<file path="config.mk">
export PLATFORM = sky130hd
export DESIGN_NAME = scct_pin_filter
export DESIGN_NICKNAME = d
export VERILOG_FILES = /design/src/rtl/scct_pin_filter.sv
export SDC_FILE = /design/constraint.sdc
export NUM_CORES = 1
export LEC_CHECK = 0
export CORE_ASPECT_RATIO = 0.5
export CORE_MARGIN = 5
export CORE_UTILIZATION = 55
export CTS_BUF_LIST = sky130_fd_sc_hd__clkbuf_4
export DETAILED_ROUTE_END_ITERATION = 10
export PLACE_DENSITY = 0.77
export SYNTH_ARGS = -nofsm -noshare
export SYNTH_HDL_FRONTEND = slang
export SYNTH_SLANG_ARGS = --single-unit
</file>
<file path="constraint.sdc">
create_clock -name clk -period 1.93 [get_ports clk]
set_input_delay 0.386 -clock clk [delete_from_list [all_inputs] [get_ports clk]]
set_output_delay 0.386 -clock clk [all_outputs]
set_load 0.01 [all_outputs]
</file>
<file path="src/rtl/scct_pin_filter.sv">
// Per-channel pin conditioning: two-flop synchronizer, programmable pulse-rejection
// filter paced by a tick, and single-cycle rise/fall/glitch strobes.
module scct_pin_filter #(
    parameter int N_CHANNELS = 8,
    parameter int FILT_W     = 8
) (
    input  logic                  clk,
    input  logic                  rst,
    input  logic [N_CHANNELS-1:0] pins_raw,
    input  logic [N_CHANNELS-1:0] filt_en,
    input  logic [FILT_W-1:0]     filt_len,
    input  logic                  tick,
    output logic [N_CHANNELS-1:0] pins_f,
    output logic [N_CHANNELS-1:0] rise,
    output logic [N_CHANNELS-1:0] fall,
    output logic [N_CHANNELS-1:0] glitch
);

    logic [N_CHANNELS-1:0] ff1;
    logic [N_CHANNELS-1:0] s;
    logic [FILT_W-1:0]     cnt      [N_CHANNELS];
    logic [FILT_W-1:0]     cnt_next [N_CHANNELS];
    logic [N_CHANNELS-1:0] f_next;
    logic [N_CHANNELS-1:0] glitch_next;

    // Filter decision per channel; a returning level takes priority over acceptance.
    always_comb begin
        f_next      = pins_f;
        glitch_next = '0;
        for (int i = 0; i < N_CHANNELS; i++) begin
            cnt_next[i] = cnt[i];
            if (!filt_en[i]) begin
                f_next[i]   = s[i];
                cnt_next[i] = '0;
            end else if (s[i] == pins_f[i]) begin
                cnt_next[i]    = '0;
                glitch_next[i] = (cnt[i] != '0);
            end else if (tick) begin
                if (cnt[i] >= filt_len) begin
                    f_next[i]   = s[i];
                    cnt_next[i] = '0;
                end else begin
                    cnt_next[i] = cnt[i] + FILT_W'(1);
                end
            end
        end
    end

    always_ff @(posedge clk) begin
        if (rst) begin
            ff1    <= '0;
            s      <= '0;
            pins_f <= '0;
            rise   <= '0;
            fall   <= '0;
            glitch <= '0;
            for (int i = 0; i < N_CHANNELS; i++) begin
                cnt[i] <= '0;
            end
        end else begin
            ff1    <= pins_raw;
            s      <= ff1;
            pins_f <= f_next;
            rise   <= ~pins_f & f_next;
            fall   <= pins_f & ~f_next;
            glitch <= glitch_next;
            for (int i = 0; i < N_CHANNELS; i++) begin
                cnt[i] <= cnt_next[i];
            end
        end
    end

endmodule

</file>
==> impl_metrics.tcl <==
set metrics [dict create \
    status "complete, no violations" \
    ys.flop_type "dfxtp_1" \
    slowest_delay_ns 0.57 \
    critPathRequiredTime_ns 1.54 \
    coreArea_um2 10400 \
    synth_nets 744 \
    slew_headroom 0.707 \
    cts.sinks 112 \
    ys_seq_area_frac 0.375 \
    final_cells 876 \
    fin_crit_sh 0.968 \
    yosysUniqueCellTypes 33 \
    hold_ws_ns 0.321 \
    hpwlAfterDp_mm 8.89 \
    cp_top_family "buffers and inverters" \
    io_pins 59 \
    crit_fanout 5 \
    tightest_slew_ns 0.434 \
    cts.reportedPaths.clkPinSlew_ns 0.15 \
    cp-end-kind "output pin" \
    clock_tree.root_cell "clkbuf_4" \
    rr_endpoint "rise[3]" \
    dieArea_um2 13200 \
    gp_congestion 0.836 \
    crit_chain "clkdlybuf4s50_1" \
    ir_worst_vdd_uv 324 \
    p_leak_nw 2.90 \
    cp_num_buf_inv 1 \
    wl_met3_um 576 \
    drt-total-wl_mm 12.7 \
    setup_viol 0 \
    slew_viol_final 0 \
    die_w_um 157 \
    synth-async-reset-ratio 0 \
    p_per_area_nw_per_um2 527 \
    numCtsBuffers 9 \
    cts_buffer_depth 2 \
    synth_edf_count 0 \
    postRouteAntennaNets 0 \
    stdcell_area_um2 7400 \
    dp_cells 848 \
    start_kind "flop" \
    skew_ns 0.0142 \
    hold_path_end "cnt[1][24]" \
    grt_pass1_vias 4529 \
    placed_cell_area_um2 6920 \
    wl_per_cell_um 14.5 \
    wl_met2_mm 6.00 \
    slowest_stage "clkdlybuf4s50_1" \
    layout-drive-gt1-share 0.164 \
    htreeDepth 3 \
    cts.hold.buffers_added 0 \
    rows 26 \
    worst-setup-path-type "reg -> out" \
    grt.total_usage 0.194 \
    synth_area_um2 5980 \
    netlist_instances 637 \
    dr.first_iter.drc_count 182 \
    grt_max_degree 39 \
    initial_utilization 0.575 \
    hp-class "in -> reg" \
    ys_warn_count 0 \
    dr.max_layer_used "met4" \
    reg2reg_depth 7 \
    drv_cap 0 \
    area_delta_synth_final_pct 23.8 \
    fmax_mhz 535 \
    portBuffers 58 \
    drc 0 \
    r2r-start "cnt[0][24]" \
    antennaDiodeCount 0 \
    syn_area_per_cell_um2 9.39 \
    reg2reg_slack_ns 0.14 \
    overflow 0 \
    cts_tree "done" \
    critPathArrivalTime_ns 1.48 \
    die_h_um 83.7 \
    antenna_found_initial 0 \
    synth_seq_cells 112 \
    power_w 0.00390 \
    first_pass_iters 4 \
    min_path_cells 3 \
    grt_pass1_wl_mm 20.9 \
    finalNetCount 838 \
    vias 4594 \
    via_per_inst 5.24 \
    min_from "tick" \
    worstSkewPairLatency_ns 0.49 \
    finalHoldViolations 0 \
    period_minus_slack_ns 1.87 \
    wl_met1_mm 5.97 \
    n_fill_cell 777 \
]
==> state kept, by name, indices dropped and copies added (netlist names) <==
name / flops
glitch: 8
ff1: 8
rise: 8
pins_f: 8
fall: 8
s: 8
cnt: 64
==> kinds of logic after synthesis <==
family                     after synthesis  share of synthesized area
buffers and inverters                   51                     0.0354
AOI/OAI and AO/OA                       53                     0.0573
muxes                                   16                     0.0268
DFF                                    112                      0.375
xor gates and xnor gates                64                     0.0937
adders and majority gates               80                      0.167
and+or+nand+nor                        261                      0.245
==> repair_timing <==
| action | in CTS | in global routing |
|---|---|---|
| pin swaps | 4 | 19 |
| endpoints found under the setup margin | 13 | 92 |
| setup buffers | 6 | 6 |
| gates resized for setup | 11 | 52 |
==> layout by cell type, fill, tap and decap left out, types with 8 or more instances in the layout <==
cell type | netlist | routed
nor3_1 | 9 | 8
xor2_1 | 39 | 39
xnor2_1 | 25 | 25
o22ai_1 | 8 | 8
nand4_1 | 16 | 16
buf_4 | 5 | 27
and4bb_2 | 12 | 12
nand2b_1 | 24 | 24
a21oi_1 | 14 | 13
nor2_1 | 97 | 84
mux2i_1 | 16 | 16
nor2_2 | 0 | 13
clkdlybuf4s50_1 | 0 | 53
inv_1 | 39 | 34
nor4b_1 | 9 | 8
nor2b_1 | 16 | 16
dfxtp_1 | 112 | 105
clkbuf_4 | 0 | 9
nand2_1 | 31 | 31
nand3_1 | 26 | 22
ha_1 | 80 | 76
==> power breakdown <==
group          leakage, nW  switching, W  internal (W)
clock network       0.0649      0.000738      0.000371
logic                 1.93      0.000211      0.000220
registers            0.910     0.0000185       0.00234
total                 2.90      0.000967       0.00293
==> per-layer routing <==
metal / vias up / global-route usage
li1: 2385 / -
met1: 2125 / 0.248
met2: 67 / 0.322
met3: 17 / 0.0466
met4: 0 / 0.0625
met5: - / 0
==> worst max path at each step <==
| stage | endpoint | depth (start not counted) | slack, ns | start |
|---|---|---|---|---|
| floorplan | fall[1] | 7 | 0.16 | filt_len[6] |
| global placement | fall[0] | 8 | -0.57 | filt_len[1] |
| detailed placement | fall[1] | 8 | -0.59 | filt_len[6] |
| CTS | cnt[1][20] | 10 | 0.005 | filt_len[6] |
| global route | cnt[1][24] | 7 | -0.01 | cnt[1][25] |
| finish | pins_f[6] | 1 | 0.06 | pins_f[6] |
==> final cells by class <==
class                           count  area, um2  share of cell area
Multi-Input combinational cell    474       3740               0.505
Sequential cell                   112       2250               0.304
Timing Repair Buffer               95        958               0.129
Tap cell                          140        175              0.0237
Inverter                           39        161              0.0218
Clock buffer                        9       67.6             0.00913
Clock inverter                      7       52.6             0.00710
==> synth_stat cells (7+ instances only) <==
master      n  area (um2)
and4bb_2   12         150
mux2i_1    16         160
xor2_1     39         342
inv_1      39         146
nor4b_1     9        78.8
nand2_1    31         116
o21ai_0    10        50.1
o22ai_1     8        50.1
ha_1       80        1000
dfxtp_1   112        2240
nand4_1    16         100
a211oi_1    7        52.6
nand2b_1   24         150
nor2_1     97         364
nor2b_1    16         100
xnor2_1    25         219
a21oi_1    14        70.1
nor3_1      9        45.0
nand3_1    26         130
==> stage by stage <==
stage | setup slack (ns) | util | setup TNS [ns]
6_report | 0.0616 | 0.711 | 0
5_1_grt | -0.0106 | 0.711 | -0.0188
4_1_cts | 0.00514 | 0.687 | 0
3_5_place_dp | -0.588 | 0.664 | -43.03
3_3_place_gp | -0.572 | 0.664 | -41.41
2_1_floorplan | 0.164 | - | 0
No activity file was read; power rests on OpenSTA's default activity.
